===== config.mk =====
export PLATFORM = sky130hd
export DESIGN_NAME = dvp_camera_tx_flat
export DESIGN_NICKNAME = d
export VERILOG_FILES = /design/src/rtl/dvp_pkg.sv /design/src/rtl/dvp_camera_tx_if.sv /design/src/rtl/dvp_pattern_gen.sv /design/src/rtl/dvp_camera_tx.sv /design/src/flat_wrapper.sv
export SDC_FILE = /design/constraint.sdc
export NUM_CORES = 1
export LEC_CHECK = 0
export ABC_AREA = 1
export CAP_MARGIN = 20
export CORE_MARGIN = 5
export CORE_UTILIZATION = 32
export CTS_CLUSTER_DIAMETER = 200
export DETAILED_ROUTE_END_ITERATION = 8
export GPL_TIMING_DRIVEN = 0
export SETUP_SLACK_MARGIN = 0.02
export SLEW_MARGIN = 5
export SYNTH_ARGS = -nofsm -noshare
export SYNTH_HDL_FRONTEND = slang
export SYNTH_SLANG_ARGS = --single-unit

===== constraint.sdc =====
create_clock -name CLOCK_24 -period 2.2 [get_ports CLOCK_24]
set_input_delay 0.66 -clock CLOCK_24 [delete_from_list [all_inputs] [get_ports CLOCK_24]]
set_output_delay 0.66 -clock CLOCK_24 [all_outputs]
set_load 0.01 [all_outputs]

===== src/rtl/dvp_pkg.sv =====
`default_nettype none
// ============================================================================
//  Module      : dvp_pkg
//  Description : Shared constants and types for the DVP camera emulator:
//                pattern mode encodings, YUV422 byte-order indices, neutral
//                chroma and green-box geometry/colour.
//  Revision    : 1.0 - initial release
// ============================================================================
package dvp_pkg;

    // Pattern select encodings; code 3 is reserved and renders as the ramp.
    typedef enum logic [1:0] {
        MODE_RAMP = 2'd0,
        MODE_BOX  = 2'd1,
        MODE_FLAT = 2'd2,
        MODE_RSVD = 2'd3
    } mode_e;

    // Widths of the pixel-column and active-row indices fed to the generator.
    localparam int PX_W = 10;
    localparam int Y_W  = 9;

    // Chroma value that carries no colour.
    localparam logic [7:0] C_CHROMA_NEUTRAL = 8'd128;

    // Green box: inclusive bounds in pixel coordinates and its YCbCr colour.
    localparam logic [PX_W-1:0] C_BOX_X0 = 10'd256;
    localparam logic [PX_W-1:0] C_BOX_X1 = 10'd383;
    localparam logic [Y_W-1:0]  C_BOX_Y0 = 9'd176;
    localparam logic [Y_W-1:0]  C_BOX_Y1 = 9'd303;
    localparam logic [7:0]      C_BOX_LUMA   = 8'd150;
    localparam logic [7:0]      C_BOX_CHROMA = 8'd64;

    // Position of each component within a Cb Y0 Cr Y1 group.
    localparam logic [1:0] C_IDX_CB = 2'd0;
    localparam logic [1:0] C_IDX_Y0 = 2'd1;
    localparam logic [1:0] C_IDX_CR = 2'd2;
    localparam logic [1:0] C_IDX_Y1 = 2'd3;

endpackage
`default_nettype wire


===== src/rtl/dvp_camera_tx_if.sv =====
`default_nettype none
// ============================================================================
//  Module      : dvp_camera_tx_if
//  Description : Pixel-port bundle of the camera emulator: frame controls
//                in, DVP sensor pins and frame counter out.
//  Revision    : 1.0 - initial release
// ============================================================================
interface dvp_camera_tx_if;
    logic       en;
    logic [1:0] mode;
    logic       PCLK;
    logic       VSYNC;
    logic       HREF;
    logic [7:0] D;
    logic [7:0] frame_cnt;

    // The emulator drives the sensor pins.
    modport master (
        input  en, mode,
        output PCLK, VSYNC, HREF, D, frame_cnt
    );

    // The capture side / controller.
    modport slave (
        output en, mode,
        input  PCLK, VSYNC, HREF, D, frame_cnt
    );
endinterface
`default_nettype wire


===== src/rtl/dvp_pattern_gen.sv =====
`default_nettype none
// ============================================================================
//  Module      : dvp_pattern_gen
//  Description : Combinational test-pattern source. Maps pattern mode,
//                pixel column, active row and byte position to one YUV422
//                byte (ramp, green box over ramp, or flat frame-count luma).
//  Revision    : 1.0 - initial release
// ============================================================================
module dvp_pattern_gen
    import dvp_pkg::*;
(
    input  mode_e           mode_i,
    input  logic [PX_W-1:0] px_i,
    input  logic [Y_W-1:0]  y_i,
    input  logic [1:0]      sel_i,
    input  logic [7:0]      frame_cnt_i,
    output logic [7:0]      byte_o
);

    logic       w_in_box;
    logic       w_is_luma;
    logic [7:0] w_luma;
    logic [7:0] w_chroma;

    assign w_in_box  = (px_i >= C_BOX_X0) && (px_i <= C_BOX_X1) &&
                       (y_i  >= C_BOX_Y0) && (y_i  <= C_BOX_Y1);
    assign w_is_luma = (sel_i == C_IDX_Y0) || (sel_i == C_IDX_Y1);

    // Pick luma/chroma for the selected pattern; the ramp is the fallback.
    always_comb begin
        w_luma   = px_i[PX_W-1:2];
        w_chroma = C_CHROMA_NEUTRAL;
        case (mode_i)
            MODE_BOX: begin
                if (w_in_box) begin
                    w_luma   = C_BOX_LUMA;
                    w_chroma = C_BOX_CHROMA;
                end
            end
            MODE_FLAT: w_luma = frame_cnt_i;
            default:   ;
        endcase
    end

    // Cb and Cr share one value in every pattern.
    assign byte_o = w_is_luma ? w_luma : w_chroma;

endmodule
`default_nettype wire


===== src/rtl/dvp_camera_tx.sv =====
`default_nettype none
// ============================================================================
//  Module      : dvp_camera_tx
//  Description : OV7670-style DVP source. Produces PCLK = CLOCK_24/2 and
//                registered VSYNC/HREF/D that change only on PCLK falling
//                edges, plus a completed-frame counter. en and mode are
//                taken only at the frame boundary.
//  Revision    : 1.0 - initial release
// ============================================================================
module dvp_camera_tx
    import dvp_pkg::*;
#(
    parameter int H_ACTIVE = 640,
    parameter int V_ACTIVE = 480,
    parameter int H_BLANK  = 144,
    parameter int VS_LINES = 3,
    parameter int V_BACK   = 17,
    parameter int V_FRONT  = 10
) (
    input  logic            CLOCK_24,
    input  logic            rst,
    dvp_camera_tx_if.master bus
);

    localparam int unsigned BYTES_PER_LINE = 2 * H_ACTIVE + H_BLANK;
    localparam int unsigned LINES          = VS_LINES + V_BACK + V_ACTIVE + V_FRONT;
    localparam int unsigned ACTIVE_BYTES   = 2 * H_ACTIVE;
    localparam int unsigned V_START        = VS_LINES + V_BACK;
    localparam int unsigned V_END          = V_START + V_ACTIVE - 1;
    localparam int          BX_W           = $clog2(BYTES_PER_LINE);
    localparam int          LN_W           = $clog2(LINES);

    logic            ph_q,        ph_d;
    logic [BX_W-1:0] byte_x_q,    byte_x_d;
    logic [LN_W-1:0] line_q,      line_d;
    mode_e           mode_q,      mode_d;
    logic [7:0]      frame_cnt_q, frame_cnt_d;
    logic            vsync_q,     vsync_d;
    logic            href_q,      href_d;
    logic [7:0]      d_q,         d_d;

    int unsigned     w_bx;
    int unsigned     w_ln;
    logic            w_boundary;
    logic            w_active;
    mode_e           w_mode;
    logic            w_vsync;
    logic            w_href;
    logic [PX_W-1:0] w_px;
    logic [Y_W-1:0]  w_y;
    logic [7:0]      w_byte;

    assign w_bx       = 32'(byte_x_q);
    assign w_ln       = 32'(line_q);
    // Counters rest at 0/0 both between frames and while idle, so this is
    // the only point where en and mode are looked at.
    assign w_boundary = (w_bx == 0) && (w_ln == 0);
    assign w_active   = !w_boundary || bus.en;
    assign w_mode     = w_boundary ? mode_e'(bus.mode) : mode_q;
    assign w_vsync    = (w_ln < 32'(VS_LINES));
    assign w_href     = (w_ln >= V_START) && (w_ln <= V_END) && (w_bx < ACTIVE_BYTES);
    assign w_px       = PX_W'(w_bx >> 1);
    // Only meaningful inside the active rows; D is forced to 0 elsewhere.
    assign w_y        = Y_W'(w_ln - V_START);

    dvp_pattern_gen u_pattern_gen (
        .mode_i      (w_mode),
        .px_i        (w_px),
        .y_i         (w_y),
        .sel_i       (byte_x_q[1:0]),
        .frame_cnt_i (frame_cnt_q),
        .byte_o      (w_byte)
    );

    // Slot sequencing: on each PCLK falling edge present the current slot
    // and step the byte/line/frame counters.
    always_comb begin
        ph_d        = ~ph_q;
        byte_x_d    = byte_x_q;
        line_d      = line_q;
        mode_d      = mode_q;
        frame_cnt_d = frame_cnt_q;
        vsync_d     = vsync_q;
        href_d      = href_q;
        d_d         = d_q;
        if (ph_q) begin
            if (w_active) begin
                mode_d  = w_mode;
                vsync_d = w_vsync;
                href_d  = w_href;
                d_d     = w_href ? w_byte : 8'd0;
                if (w_bx == BYTES_PER_LINE - 1) begin
                    byte_x_d = '0;
                    if (w_ln == LINES - 1) begin
                        line_d      = '0;
                        frame_cnt_d = frame_cnt_q + 8'd1;
                    end else begin
                        line_d = line_q + LN_W'(1);
                    end
                end else begin
                    byte_x_d = byte_x_q + BX_W'(1);
                end
            end else begin
                vsync_d = 1'b0;
                href_d  = 1'b0;
                d_d     = 8'd0;
            end
        end
    end

    // State and output registers with synchronous reset.
    always_ff @(posedge CLOCK_24) begin
        if (rst) begin
            ph_q        <= 1'b0;
            byte_x_q    <= '0;
            line_q      <= '0;
            mode_q      <= MODE_RAMP;
            frame_cnt_q <= 8'd0;
            vsync_q     <= 1'b0;
            href_q      <= 1'b0;
            d_q         <= 8'd0;
        end else begin
            ph_q        <= ph_d;
            byte_x_q    <= byte_x_d;
            line_q      <= line_d;
            mode_q      <= mode_d;
            frame_cnt_q <= frame_cnt_d;
            vsync_q     <= vsync_d;
            href_q      <= href_d;
            d_q         <= d_d;
        end
    end

    assign bus.PCLK      = ph_q;
    assign bus.VSYNC     = vsync_q;
    assign bus.HREF      = href_q;
    assign bus.D         = d_q;
    assign bus.frame_cnt = frame_cnt_q;

endmodule
`default_nettype wire


===== src/flat_wrapper.sv =====
// flat-port wrapper written by rule: the top's interface ports become plain ports
module dvp_camera_tx_flat import dvp_pkg::*;
#(
    parameter int H_ACTIVE = 640,
    parameter int V_ACTIVE = 480,
    parameter int H_BLANK  = 144,
    parameter int VS_LINES = 3,
    parameter int V_BACK   = 17,
    parameter int V_FRONT  = 10
)
  (CLOCK_24, rst, bus_en, bus_mode, bus_PCLK, bus_VSYNC, bus_HREF, bus_D, bus_frame_cnt);
  dvp_camera_tx_if bus_i ();
  input  logic CLOCK_24;
  input  logic rst;
  input wire logic [$bits(bus_i.en)-1:0] bus_en;
  input wire logic [$bits(bus_i.mode)-1:0] bus_mode;
  output wire logic [$bits(bus_i.PCLK)-1:0] bus_PCLK;
  output wire logic [$bits(bus_i.VSYNC)-1:0] bus_VSYNC;
  output wire logic [$bits(bus_i.HREF)-1:0] bus_HREF;
  output wire logic [$bits(bus_i.D)-1:0] bus_D;
  output wire logic [$bits(bus_i.frame_cnt)-1:0] bus_frame_cnt;
  assign bus_i.en = bus_en;
  assign bus_i.mode = bus_mode;
  assign bus_PCLK = bus_i.PCLK;
  assign bus_VSYNC = bus_i.VSYNC;
  assign bus_HREF = bus_i.HREF;
  assign bus_D = bus_i.D;
  assign bus_frame_cnt = bus_i.frame_cnt;
  dvp_camera_tx #(.H_ACTIVE(H_ACTIVE), .V_ACTIVE(V_ACTIVE), .H_BLANK(H_BLANK), .VS_LINES(VS_LINES), .V_BACK(V_BACK), .V_FRONT(V_FRONT)) u_core (.CLOCK_24(CLOCK_24), .rst(rst), .bus(bus_i));
endmodule

==> impl_metrics.py <==
metrics = {
    "run_status": {
        "status": "complete, no violations",
    },
    "routing": {
        "firstDrtPassIters": 4,
        "routed_wl_um": 7610,
        "vias_per_cell": 5.06,
        "postRouteAntennaNets": 0,
        "drt_iter0_markers": 130,
        "route.vias.total": 2800,
        "drcViolationCount": 0,
        "post_drt_wl_per_cell_um": 13.8,
    },
    "final_layout": {
        "fin_nets": 466,
        "postLayoutCoreUtil": 0.420,
        "antenna_cells": 0,
        "drive_above_1_share": 0.212,
        "syn2layout_area_growth_pct": 27.4,
        "layout.cells.non_filler": 553,
        "design_area_um2": 3450,
    },
    "synthesis": {
        "ys.flop_type": "dfxtp_1",
        "synthSimpleGateAreaFrac": 0.388,
        "async_reset_ff_frac": 0,
        "yosys_warnings": 0,
        "synth_top_family_by_area": "simple AND/OR/NAND/NOR gates",
        "synth_top_area_frac": 0.303,
        "avgSynthCellArea_um2": 6.65,
        "synth_top_area_cell": "dfxtp_1",
        "synth_area_um2": 2710,
        "synth-xor-area-share": 0.0421,
        "synth_edf_count": 0,
        "synthTopCellsByArea": "dfxtp_1 (30%), nand2_1 (17%), a21oi_1 (7.6%)",
        "yosysSeqAreaShare": 0.303,
        "synthAdderAreaFrac": 0.0601,
        "synth_nets": 425,
        "syn-instance-count": 407,
        "synth_compound_area_frac": 0.116,
        "synth-seq-cells": 41,
        "muxShareOfSynthArea": 0,
        "synth_common_cells": "nand2_1 (121), a21oi_1 (41), dfxtp_1 (41)",
        "synth.distinct_cells": 34,
        "synth_most_common_cell": "nand2_1",
    },
    "floorplan": {
        "dieArea_um2": 10400,
        "initial_core_util": 0.330,
        "io_pins": 24,
        "fp-row-count": 33,
        "die_w_um": 102,
        "core_area_um2": 8220,
        "die_y_um": 102,
    },
    "sta": {
        "setup_viol": 0,
        "final-hold-violation-count": 0,
        "min_period_ns": 2.20,
        "fin_crit_sh": 0.998,
        "slew_viol_final": 0,
        "relSlewSlack": 0.598,
        "max_slew.worst_pin.slew_ns": 0.602,
        "fmax_ghz": 0.455,
        "setup_slack_ns": 0.00429,
        "holdWs_ns": 0.458,
        "fin_tns_setup_ns": 0,
        "rsz0062_at_grt": "true",
        "fin_skew_ns": 0.0122,
    },
    "min_path": {
        "hp-class": "reg -> reg",
    },
    "worst_setup_path": {
        "cp_top_family": "simple AND/OR/NAND/NOR gates",
        "crit_chain": "nor2_4 -> inv_2 -> nor4_2 -> nand3b_1 -> nand2_1 -> o21ai_2 -> buf_4 -> ha_4 -> a221oi_2 -> nand2_1 -> nand2_1 -> nand2_1 -> nand2_1 -> nand2_1",
        "crit_top_cell": "nand2_1",
        "startpoint_type": "flop",
        "cp_num_buf_inv": 2,
        "path_max_fanout": 8,
        "worst_setup_path_end_kind": "flop",
        "cp.arrival_ns": 2.39,
        "required_ns": 2.40,
        "slowest_delay_ns": 0.36,
        "slowest_stage": "dfxtp_4",
        "path_class": "reg -> reg",
    },
    "clock_tree": {
        "clock_sinks": 41,
        "clockRootBuffer": "clkbuf_8",
        "cts_tree": "built",
        "clk_path_buf_depth": 2,
        "clkTransAtPathRegs_ns": 0.08,
        "numCtsBuffers": 5,
        "h-tree-depth": 2,
        "hold_buffers": 0,
        "clkLatencyLatePin_ns": 0.30,
    },
    "grt": {
        "overflow": 0,
        "grt_max_degree": 13,
        "grt_pass1_wl_um": 12400,
        "grtUsageTotal": 0.148,
        "grt_pass1_vias": 2567,
        "antenna_found_initial": 0,
    },
    "pwr": {
        "ir_worst_vdd_uv": 241,
        "power.density_nw_per_um2": 479,
        "p_leak_nw": 1.45,
        "finalPower_mw": 1.65,
    },
    "job": {
        "cap_violations": 0,
    },
    "place": {
        "dp_slack_ns": -0.398,
        "post-dp-hpwl_um": 5390,
        "place_congestion": 0.924,
        "placed_area_um2": 3070,
        "dp_cells": 534,
        "port_buffers": 22,
    },
}
-- sequential cells by signal, summed over array words and instances (netlist names) --
register	flops
u_core.mode_q	2
u_core.bus.HREF	1
u_core.line_q	9
u_core.byte_x_q	11
u_core.bus.D	8
u_core.bus.PCLK	1
u_core.bus.VSYNC	1
u_core.bus.frame_cnt	8
-- worst min-delay path: stages (launching register included) --
cell and delay (ns):
dfxtp_1 0.32, nand2_1 0.06, nand2_1 0.04
-- final timing paths --
check / cells past startpoint / slack, ns / end / from
hold / removal: 2 / 0.46 / u_core.bus.D[4] / u_core.bus.D[4]
setup / recovery: 14 / 0.004 / u_core.bus.D[7] / u_core.line_q[8]
setup reg to reg: 14 / 0.004 / u_core.bus.D[7] / u_core.line_q[8]
hold reg to reg: 2 / 0.46 / u_core.bus.D[4] / u_core.bus.D[4]
-- layout make-up --
| class | instances | area [um2] |
|---|---|---|
| Buffer | 11 | 57.6 |
| Clock buffer | 5 | 68.8 |
| Clock inverter | 2 | 35.0 |
| Fill cell | 861 | 4770 |
| Inverter | 41 | 171 |
| Multi-Input combinational cell | 305 | 1750 |
| Sequential cell | 41 | 855 |
| Tap cell | 105 | 131 |
| Timing Repair Buffer | 43 | 378 |
-- where the power goes --
group          total [mW]  leakage (nW)  switching (mW)  internal (mW)
combinational       0.294          1.05           0.167          0.127
clock               0.606        0.0540           0.275          0.330
sequential          0.750         0.340         0.00753          0.743
-- repair_timing --
| action | 4_1_cts | 5_1_grt |
|---|---|---|
| setup buffers | 12 | 8 |
| hold endpoints to repair | 0 | 0 |
| setup endpoints to repair | 8 | 16 |
| gates resized for setup | 41 | 11 |
| pin swaps | 9 | 5 |
| gates cloned | 1 | 0 |
-- kinds of logic (layout without fill, tap and decap cells) --
logic type / Yosys count / after routing
simple gates: 222 / 222
buf+inv: 61 / 102
compound gates: 57 / 57
flops: 41 / 41
fa+ha+maj: 13 / 13
xor+xnor: 13 / 13
-- cell usage in the layout (no fill, tap or decap), types with 3 or more instances in the layout --
cell type / Yosys / routed
nor4_2: 2 / 3
nor3_1: 6 / 6
clkdlybuf4s50_1: 0 / 22
inv_2: 9 / 12
buf_2: 8 / 4
inv_1: 31 / 23
clkbuf_1: 11 / 6
xnor2_1: 6 / 6
a21oi_1: 41 / 38
nor2_4: 2 / 4
o21ai_0: 4 / 4
ha_1: 13 / 7
nand2_1: 121 / 121
nand4_1: 20 / 20
dfxtp_1: 41 / 28
inv_4: 0 / 5
dfxtp_4: 0 / 7
dfxtp_2: 0 / 6
nor2_1: 17 / 17
nand3b_1: 4 / 4
xor2_1: 7 / 7
o211ai_1: 3 / 3
nand2_2: 4 / 4
clkbuf_8: 0 / 5
ha_4: 0 / 4
nand3_1: 34 / 33
buf_4: 0 / 20
-- routing by layer --
layer,vias up,track usage,wire [um]
met1,1309,0.198,3480
met3,8,0.0218,363
met4,0,0.0434,95
met2,56,0.246,3660
met5,-,0,0
li1,1427,-,-
Power figures use the tool's default switching activity.
